[src/rtl/morse_pkg.sv]
`default_nettype none
// ============================================================================
// Module   : morse_pkg
// Purpose  : Shared definitions for the Morse symbol timer: the 2-bit symbol
//            codes placed in the output queue and the classifier FSM states.
// Ports    : none (package)
// Revision : 1.0 - initial release
// ============================================================================
package morse_pkg;

  // Symbol codes carried on sym_code
  localparam logic [1:0] SYM_DOT  = 2'b00;
  localparam logic [1:0] SYM_DASH = 2'b01;
  localparam logic [1:0] SYM_CHAR = 2'b10;
  localparam logic [1:0] SYM_WORD = 2'b11;

  // Classifier states
  typedef enum logic [1:0] {
    ST_IDLE      = 2'd0,  // no gap being timed
    ST_PRESSED   = 2'd1,  // key held, timing a press
    ST_GAP       = 2'd2,  // key released, timing a gap
    ST_WORD_DONE = 2'd3   // word gap already emitted for this release
  } state_t;

endpackage
`default_nettype wire

[src/rtl/morse_sym_fifo.sv]
`default_nettype none
// ============================================================================
// Module   : morse_sym_fifo
// Purpose  : Small show-ahead symbol queue. The head entry is presented on
//            out_data whenever out_valid is high; a pop happens when
//            out_valid and pop_ready are both high. A push into a full queue
//            with no same-cycle pop is dropped and latches overflow.
// Ports    : clk, reset      - clock, synchronous active-high reset
//            push, push_data - write request and symbol
//            pop_ready       - consumer accepts the head entry
//            out_valid       - queue non-empty
//            out_data        - head entry (zero when empty)
//            overflow        - sticky drop indicator
// Revision : 1.0 - initial release
// ============================================================================
module morse_sym_fifo #(
  parameter int DEPTH = 4,
  parameter int WIDTH = 2
) (
  input  logic             clk,
  input  logic             reset,
  input  logic             push,
  input  logic [WIDTH-1:0] push_data,
  input  logic             pop_ready,
  output logic             out_valid,
  output logic [WIDTH-1:0] out_data,
  output logic             overflow
);

  localparam int AW = $clog2(DEPTH);

  logic [WIDTH-1:0] mem [DEPTH];
  // Pointers carry one extra wrap bit so full and empty are distinguishable
  logic [AW:0]      wr_ptr;
  logic [AW:0]      rd_ptr;
  logic             empty;
  logic             full;
  logic             pop;
  logic             wr_en;

  assign empty = (wr_ptr == rd_ptr);
  assign full  = (wr_ptr[AW] != rd_ptr[AW]) && (wr_ptr[AW-1:0] == rd_ptr[AW-1:0]);
  assign pop   = !empty && pop_ready;
  // A full queue still accepts a push when the head leaves in the same cycle
  assign wr_en = push && (!full || pop);

  always_ff @(posedge clk) begin
    if (reset) begin
      wr_ptr   <= '0;
      rd_ptr   <= '0;
      overflow <= 1'b0;
    end else begin
      if (wr_en) begin
        wr_ptr <= wr_ptr + 1'b1;
      end
      if (pop) begin
        rd_ptr <= rd_ptr + 1'b1;
      end
      if (push && full && !pop) begin
        overflow <= 1'b1;
      end
    end
  end

  // Storage needs no reset: entries are only observed once written
  always_ff @(posedge clk) begin
    if (wr_en) begin
      mem[wr_ptr[AW-1:0]] <= push_data;
    end
  end

  assign out_valid = !empty;
  assign out_data  = empty ? '0 : mem[rd_ptr[AW-1:0]];

endmodule
`default_nettype wire

[src/rtl/morse_symbol_timer.sv]
`default_nettype none
// ============================================================================
// Module   : morse_symbol_timer
// Purpose  : Times a Morse key and classifies each press as dot/dash and each
//            release as no-gap / character gap / word gap, queuing symbols.
//            Path: 2-flop synchroniser -> debouncer -> edge detect ->
//            unit prescaler -> classifier FSM -> morse_sym_fifo.
// Ports    : clk, reset  - clock, synchronous active-high reset
//            button      - raw asynchronous key (1 = pressed)
//            sym_ready   - consumer accepts the head symbol
//            sym_valid   - head symbol valid
//            sym_code    - head symbol (dot/dash/char gap/word gap)
//            busy        - debounced key is held
//            units       - whole units elapsed in current press/gap (sat.)
//            overflow    - sticky: a symbol was dropped on a full queue
// Revision : 1.0 - initial release
// ============================================================================
module morse_symbol_timer
  import morse_pkg::*;
#(
  parameter int CLKS_PER_UNIT  = 50000000,
  parameter int DEBOUNCE_CLKS  = 500000,
  parameter int DASH_UNITS     = 2,
  parameter int CHAR_GAP_UNITS = 2,
  parameter int WORD_GAP_UNITS = 4,
  parameter int FIFO_DEPTH     = 4,
  parameter int UNIT_W         = 4
) (
  input  logic              clk,
  input  logic              reset,
  input  logic              button,
  input  logic              sym_ready,
  output logic              sym_valid,
  output logic [1:0]        sym_code,
  output logic              busy,
  output logic [UNIT_W-1:0] units,
  output logic              overflow
);

  localparam int PS_W = (CLKS_PER_UNIT > 1) ? $clog2(CLKS_PER_UNIT) : 1;
  localparam int DB_W = (DEBOUNCE_CLKS > 1) ? $clog2(DEBOUNCE_CLKS) : 1;

  localparam logic [PS_W-1:0]   PS_MAX    = PS_W'(CLKS_PER_UNIT - 1);
  localparam logic [DB_W-1:0]   DB_MAX    = DB_W'(DEBOUNCE_CLKS - 1);
  localparam logic [UNIT_W-1:0] DASH_U    = UNIT_W'(DASH_UNITS);
  localparam logic [UNIT_W-1:0] CHAR_U    = UNIT_W'(CHAR_GAP_UNITS);
  localparam logic [UNIT_W-1:0] WORD_U    = UNIT_W'(WORD_GAP_UNITS);

  logic [1:0]      sync_ff;
  logic            db_level;
  logic            db_prev;
  logic [DB_W-1:0] db_cnt;
  logic [PS_W-1:0] prescale;
  logic            db_edge;
  logic            press_edge;
  logic            release_edge;

  state_t          state;
  state_t          state_next;
  logic            push;
  logic [1:0]      push_code;

  // --------------------------------------------------------------------------
  // Synchroniser and debouncer
  // --------------------------------------------------------------------------
  always_ff @(posedge clk) begin
    if (reset) begin
      sync_ff  <= 2'b00;
      db_level <= 1'b0;
      db_prev  <= 1'b0;
      db_cnt   <= '0;
    end else begin
      sync_ff <= {sync_ff[0], button};
      db_prev <= db_level;
      if (sync_ff[1] == db_level) begin
        db_cnt <= '0;
      end else if (db_cnt == DB_MAX) begin
        // DEBOUNCE_CLKS consecutive cycles at the new level have been seen
        db_level <= sync_ff[1];
        db_cnt   <= '0;
      end else begin
        db_cnt <= db_cnt + DB_W'(1);
      end
    end
  end

  // Edges are taken from the registered debounced level, so the FSM sees
  // each edge for exactly one cycle alongside the not-yet-cleared units.
  assign db_edge      = db_level ^ db_prev;
  assign press_edge   = db_level & ~db_prev;
  assign release_edge = ~db_level & db_prev;

  // --------------------------------------------------------------------------
  // Unit prescaler and saturating unit counter, restarted on every edge
  // --------------------------------------------------------------------------
  always_ff @(posedge clk) begin
    if (reset) begin
      prescale <= '0;
      units    <= '0;
    end else if (db_edge) begin
      prescale <= '0;
      units    <= '0;
    end else if (prescale == PS_MAX) begin
      prescale <= '0;
      if (units != '1) begin
        units <= units + UNIT_W'(1);
      end
    end else begin
      prescale <= prescale + PS_W'(1);
    end
  end

  // --------------------------------------------------------------------------
  // Classifier FSM
  // --------------------------------------------------------------------------
  always_ff @(posedge clk) begin
    if (reset) begin
      state <= ST_IDLE;
    end else begin
      state <= state_next;
    end
  end

  always_comb begin
    state_next = state;
    push       = 1'b0;
    push_code  = SYM_DOT;
    case (state)
      ST_IDLE: begin
        if (press_edge) begin
          state_next = ST_PRESSED;
        end
      end
      ST_PRESSED: begin
        if (release_edge) begin
          state_next = ST_GAP;
          push       = 1'b1;
          push_code  = (units < DASH_U) ? SYM_DOT : SYM_DASH;
        end
      end
      ST_GAP: begin
        if (press_edge) begin
          state_next = ST_PRESSED;
          // A press landing on the very cycle the word threshold is reached
          // still reports the word gap rather than losing it.
          if (units >= WORD_U) begin
            push      = 1'b1;
            push_code = SYM_WORD;
          end else if (units >= CHAR_U) begin
            push      = 1'b1;
            push_code = SYM_CHAR;
          end
        end else if (units >= WORD_U) begin
          state_next = ST_WORD_DONE;
          push       = 1'b1;
          push_code  = SYM_WORD;
        end
      end
      ST_WORD_DONE: begin
        if (press_edge) begin
          state_next = ST_PRESSED;
        end
      end
      default: state_next = ST_IDLE;
    endcase
  end

  assign busy = (state == ST_PRESSED);

  // --------------------------------------------------------------------------
  // Symbol queue
  // --------------------------------------------------------------------------
  morse_sym_fifo #(
    .DEPTH (FIFO_DEPTH),
    .WIDTH (2)
  ) u_fifo (
    .clk       (clk),
    .reset     (reset),
    .push      (push),
    .push_data (push_code),
    .pop_ready (sym_ready),
    .out_valid (sym_valid),
    .out_data  (sym_code),
    .overflow  (overflow)
  );

endmodule
`default_nettype wire
[config.mk]
export PLATFORM = sky130hd
export DESIGN_NAME = morse_symbol_timer
export DESIGN_NICKNAME = d
export VERILOG_FILES = /design/src/rtl/morse_pkg.sv /design/src/rtl/morse_sym_fifo.sv /design/src/rtl/morse_symbol_timer.sv
export SDC_FILE = /design/constraint.sdc
export NUM_CORES = 1
export LEC_CHECK = 0
export ABC_AREA = 1
export CAP_MARGIN = 5
export CORE_MARGIN = 1
export CORE_UTILIZATION = 51
export DETAILED_ROUTE_END_ITERATION = 16
export PLACE_DENSITY = 0.69
export SLEW_MARGIN = 5
export SYNTH_ARGS = -nofsm -noshare
export SYNTH_HDL_FRONTEND = slang
export SYNTH_SLANG_ARGS = --single-unit
[constraint.sdc]
create_clock -name clk -period 2.4 [get_ports clk]
set_clock_uncertainty 0.1 [all_clocks]
set_input_delay 0.48 -clock clk [delete_from_list [all_inputs] [get_ports clk]]
set_output_delay 0.48 -clock clk [all_outputs]
set_load 0.03 [all_outputs]
Word-level counts from Yosys, hierarchy flattened
Memories as Yosys holds them, arrays and structs flattened. A register that Yosys moved wholly into a read port is not among the register bits. Cells that the tools add are included.

$add $sub $neg: 5. Multiply operators: 0. Divide/modulo/power cells: 0. Order comparisons: 3. Equal/unequal tests: 13. Shifts and indexed selects: 0. Multiplexer cells: 23. Bitwise operators: 6. Reductions and logical operators: 17.

Operators with widths (number): 26-bit by 1-bit adder with 26-bit output, second input constant (1); 26-bit equality test, second input constant (1); 2-bit 2-to-1 mux (11); 19-bit by 1-bit adder with 19-bit output, second input constant (1); 19-bit equality test, second input constant (1); 1-bit 2-to-1 mux (9); 3-bit by 1-bit adder with 3-bit output, second input constant (2); 2-bit case mux with 3 select lines (1); 3-bit OR reduction (2); 1-bit logical AND (5); 4-bit by 1-bit adder with 4-bit output, second input constant (1); 2-bit equality test, second input constant (2); 4-bit by 2-bit greater-or-equal comparator with 1-bit output, second input constant (1); 4-bit by 3-bit greater-or-equal comparator with 1-bit output, second input constant (1); 4-bit by 2-bit less-than comparator with 1-bit output, second input constant (1); 2-bit by 1-bit inequality test with 1-bit output, second input constant (2); 4-bit inequality test, second input constant (1); 2-bit case mux with 2 select lines (1); 2-bit AND reduction (2); 2-bit OR reduction (2); 3-bit equality test (1); 1-bit logical NOT (3); 3-bit inequality test, second input constant (1); 1-bit inverter (3); 10 further kinds (11).

Flip-flop bits (word level): 62. Bits in latches: 0. RAM bits: 8. ROM bits: 0. Input port bits: 4. Output and inout port bits: 9. Logic and storage cells: 78. Memories kept: 1.

Memory list: u_fifo.mem (depth 4, width 2, read ports 1, clocked after Yosys merged registers in 1, wr ports 1, RTL line morse_sym_fifo.sv:32) `logic [WIDTH-1:0] mem [DEPTH];`.

Logic depth before layout (Yosys ltp)
Gate-level depths: netlist of run 1.

Word-level depth: 8. Gate-level depth with buffers: 10. Mapped depth without buffers: 10.

Hierarchy
From an unflattened synthesis of run 1, not the netlist that was laid out.

Cell total of the unflattened synthesis: 551. Area, all modules: 3910.0 µm².

Modules (own cells, without submodules): morse_symbol_timer (instances 1, cells an instance 459, area an instance 3057.9 µm², sequential area each 1101.1 µm²); morse_sym_fifo (instances 1, cells an instance 92, area an instance 852.1 µm², sequential area each 420.4 µm²).

Worst setup path before layout of run 1
No wires, ideal clock.

Kind: register to output. Start point: register u_fifo.wr_ptr[1]. End point: output port sym_code[0]. Arrival time: 1182 ps. Required time: 1820 ps. Path slack: 638 ps. Stages on the path, launching flop included: 6. Path through: dfxtp_1 -> xor2_1 -> nor2_1 -> nand2_1 -> nand2_1 -> inv_1.

Longest elaborated chain between the ends: 2.

Ends and longest elaborated chain: start, declared (RTL line morse_sym_fifo.sv:34) `logic [AW:0] wr_ptr;`; start signal, assigned (RTL line morse_sym_fifo.sv:54) `wr_ptr <= wr_ptr + 1'b1;`; 3-bit equality test (RTL line morse_sym_fifo.sv:41) `assign empty = (wr_ptr == rd_ptr);`; 2-bit 2-to-1 mux (RTL line morse_sym_fifo.sv:73) `assign out_data = empty ? '0 : mem[rd_ptr[AW-1:0]];`; end, declared (RTL line morse_symbol_timer.sv:34) `output logic [1:0] sym_code,`.

No other way between the ends.

Final worst setup path of run 1
Start point: register u_fifo.wr_ptr[1]. End point: output port sym_code[1].

Same word-level chain as after synthesis.

==> results.md, run 1 <==
* Status: complete, no violations
* Iteration-0 DRC Markers at 159
* Worst slew pin tran at 0.553 ns
* Kind of critical path: flop to output pin
* Slew HR at 0.630
* Syn_nets at 555
* Chip Width at 88.0 um
* Setup-failing EPs final at 0
* Sequential group share of total power at 0.538
* CTS tree: done
* Top post-synthesis cells by area: dfxtp_1 34%, nand2_1 11%, nor2_1 11%
* Worst hold path type: flop to flop
* Period utilisation layout at 0.932
* Placed insts at 644
* Leak pwr at 1.61 nW
* Final std cells w/o fill at 660
* Via count at 3304
* Clock network latency to the later pin of the worst-skew pair at 0.34 ns
* Final non-filler cell area at 4170 um2
* Clk Tree Root Cell: clkbuf_8
* Met2 Use GR at 0.368
* Crit. End Element: output pin
* H-tree depth at 3
* Gr usage total at 0.225
* Antenna violations before repair at 0
* Share of layout cells above drive strength 1 at 0.0532
* # IOs at 13
* Met1 Use GR at 0.300
* Pwr Density at 560 nW/um2
* Switching Power at 0.634 mW
* Hold-fix buffers, CTS at 0
* Maximum operating frequency at 447 MHz
* Hpwl dp at 5750 um
* First-pass GRT wire length at 13600 um
* Sequential fraction of the synthesis area at 0.404
* Layer with the highest usage: met2
* Max clock buf depth at 2
* Unrepaired setup endpoints after global routing: no
* FP Rows at 30
* Syn Area/Cell at 7.02 um2
* DP Area at 4000 um2
* Cell taking the most area after synthesis: dfxtp_1
* Sink Count at 72
* Pin count of the biggest net entering global routing at 27
* Arrival time at the worst endpoint at 1.66 ns
* Sequential Area at 1520 um2
* Final WL at 7610 um
* Peak supply drop at 0.000409 V
* Max-slew violation count at 0
* GRT overflow at 0
* Combinational cell fraction of total power at 0.097
* Post-CTS setup buffers at 0
* Area Overhead vs Synth at 10.6%
* Worst setup SP type: flop
* Core area at 6980 um2
* Vias in the first global route at 3172
* Clk pin slew, worst setup/hold paths at 0.08 ns
* DR DRC count at 0
* Max-Cap Viols at 0
* Final Hold Violating Endpoints at 0
* Yosys reg bits at 72
* Die Area at 7740 um2
* Sw frac at 0.272
* Port Buffer Count at 12
* Vias per Instance at 5.01
* N_diodes at 0
* Antenna viol nets, final at 0
* Share of Yosys cell area claimed by the top area cell type at 0.340
* Pint at 1.70 mW
* Area of the multi-input gates at 1940 um2
* Nets@finish at 577
* Ys Warns at 0
* Number of distinct library cells after synthesis at 25
* Required time worst endpoint at 1.82 ns
* Global Route met3 Usage at 0.0292
* Final core utilization at 0.597
* Average routed wire per standard cell at 11.5 um
* Die height at 88.0 um
* Gpl congestion at 0.922
* Clock power frac at 0.365
* Initial Util at 0.540
* Clock buffer count from CTS at 9
* Cell Area, Synth at 3770 um2
* Post-Syn Instances at 537
* Filler instances at 698
* Crit Path Max Fanout at 5
* Min Tclk post-route at 2.24 ns
* Setup TNS Final at 0 ns
* Drt pass-1 iters at 4
-- synthesized netlist by cell type --
cell	count
buf_2	2
o21ai_0	9
nor3b_1	2
nand3_2	4
nand4_1	12
dfxtp_1	64
nor2_4	1
inv_1	74
buf_6	2
nand2_1	112
o21ai_4	1
edfxtp_1	8
nand3_1	45
nand3b_1	3
nor2_1	109
or2_0	3
xor2_1	14
ha_1	14
or2_2	4
nor2_2	2
xnor2_1	8
o22ai_1	1
nor3_1	13
a21oi_1	27
o32ai_1	3
-- stage by stage --
| stage | power (mW) | setup slack (ns) | hold WS [ns] |
|---|---|---|---|
| 5_1_grt | 2.45 | 0.00427 | 0.339 |
| 4_1_cts | 2.36 | 0.139 | 0.330 |
| 6_report | 2.33 | 0.164 | 0.317 |
| 3_5_place_dp | 1.51 | 0.250 | 0.307 |
| 3_3_place_gp | 1.50 | 0.307 | 0.317 |
| 2_1_floorplan | 1.45 | 0.638 | 0.288 |
-- per-layer routing --
layer / wire length, um / vias up
met4: 106 / 0
met1: 3780 / 1492
li1: - / 1752
met3: 220 / 10
met2: 3500 / 50
met5: 0 / -
-- area by class of cell --
cell class / instances / area share
Tap cell: 96 / 0.0288
Clock inverter: 6 / 0.0108
Sequential cell: 72 / 0.365
Timing Repair Buffer: 15 / 0.0333
Clock buffer: 10 / 0.0306
Inverter: 74 / 0.0666
Multi-Input combinational cell: 387 / 0.465
-- path summary, 6_finish.rpt --
check                    from                to  slack, ns  cells after the start
min reg2reg        sync_ff[0]        sync_ff[1]       0.32                      2
min                sync_ff[0]        sync_ff[1]       0.32                      2
max reg2reg          state[0]  u_fifo.mem[2][0]       0.49                      7
max          u_fifo.wr_ptr[1]       sym_code[1]       0.16                      6
-- cells in the final DEF (no fill, tap or decap), types with 2 or more instances in the layout --
cell type,n
or2_0,3
xnor2_1,8
dlygate4sd2_1,3
edfxtp_1,8
dfxtp_1,64
inv_1,74
xor2_1,14
nand3_1,45
clkdlybuf4s50_1,9
nor2_1,109
o21ai_0,9
or2_2,4
a21oi_1,27
o32ai_1,3
nand2_1,112
buf_4,3
nand3_2,4
nor3b_1,2
clkinvlp_4,3
nand4_1,12
ha_1,14
nor3_1,13
nor2_2,2
nand3b_1,3
clkbuf_8,9
-- cells by family after synthesis --
group                      count (synthesis)  synth area share
DFF                                       72             0.404
AOI/OAI and AO/OA                         41            0.0608
xor gates and xnor gates                  22            0.0511
adders and majority gates                 14            0.0465
buffers and inverters                     78            0.0823
and+or+nand+nor                          310             0.356
-- flip-flops by register name, indices dropped and copies added (netlist names), named ones only --
signal,flops
u_fifo.mem,8
db_prev,1
db_level,1
db_cnt,19
sync_ff,2
u_fifo.overflow,1
state,2
u_fifo.wr_ptr,3
prescale,26
units,4
u_fifo.rd_ptr,3
-- power groups by stage --
stage          sequential [mW]  combinational (mW)  clock, mW
5_1_grt                   1.26               0.263      0.929
6_report                  1.25               0.227      0.851
2_1_floorplan             1.28               0.173          0
3_3_place_gp              1.28               0.215          0
3_5_place_dp              1.28               0.223          0
4_1_cts                   1.26               0.224      0.876
-- worst max-delay path, cell delays in order (launching register included) --
cell           delay, ns
dfxtp_1             0.36
xor2_1              0.17
nor2_1              0.17
nand2_1             0.14
nand2_1             0.09
inv_1               0.03
dlygate4sd2_1       0.34
-- what timing repair did --
item	4_1_cts	5_1_grt
setup endpoints to repair	3	0
endpoints found under the hold margin	0	0
resized for setup	3	0
Note: power is estimated with default switching activity, not from simulation.
==> inputs of run 2 (changes only) <==
--- a/config.mk
+++ b/config.mk
@@ -6,7 +6,6 @@
 export NUM_CORES = 1
 export LEC_CHECK = 0
 export ABC_AREA = 1
-export CAP_MARGIN = 5
 export CORE_MARGIN = 1
 export CORE_UTILIZATION = 51
 export DETAILED_ROUTE_END_ITERATION = 16
==> results of run 2 <==
No change in the layout: final DEF, timing and power equal those of run 1.
==> inputs of run 3 (changes only) <==
--- a/config.mk
+++ b/config.mk
@@ -6,6 +6,7 @@
 export NUM_CORES = 1
 export LEC_CHECK = 0
 export ABC_AREA = 1
+export CAP_MARGIN = 10
 export CORE_MARGIN = 1
 export CORE_UTILIZATION = 51
 export DETAILED_ROUTE_END_ITERATION = 16
==> results of run 3 <==
No change in the layout: final DEF, timing and power equal those of run 1.
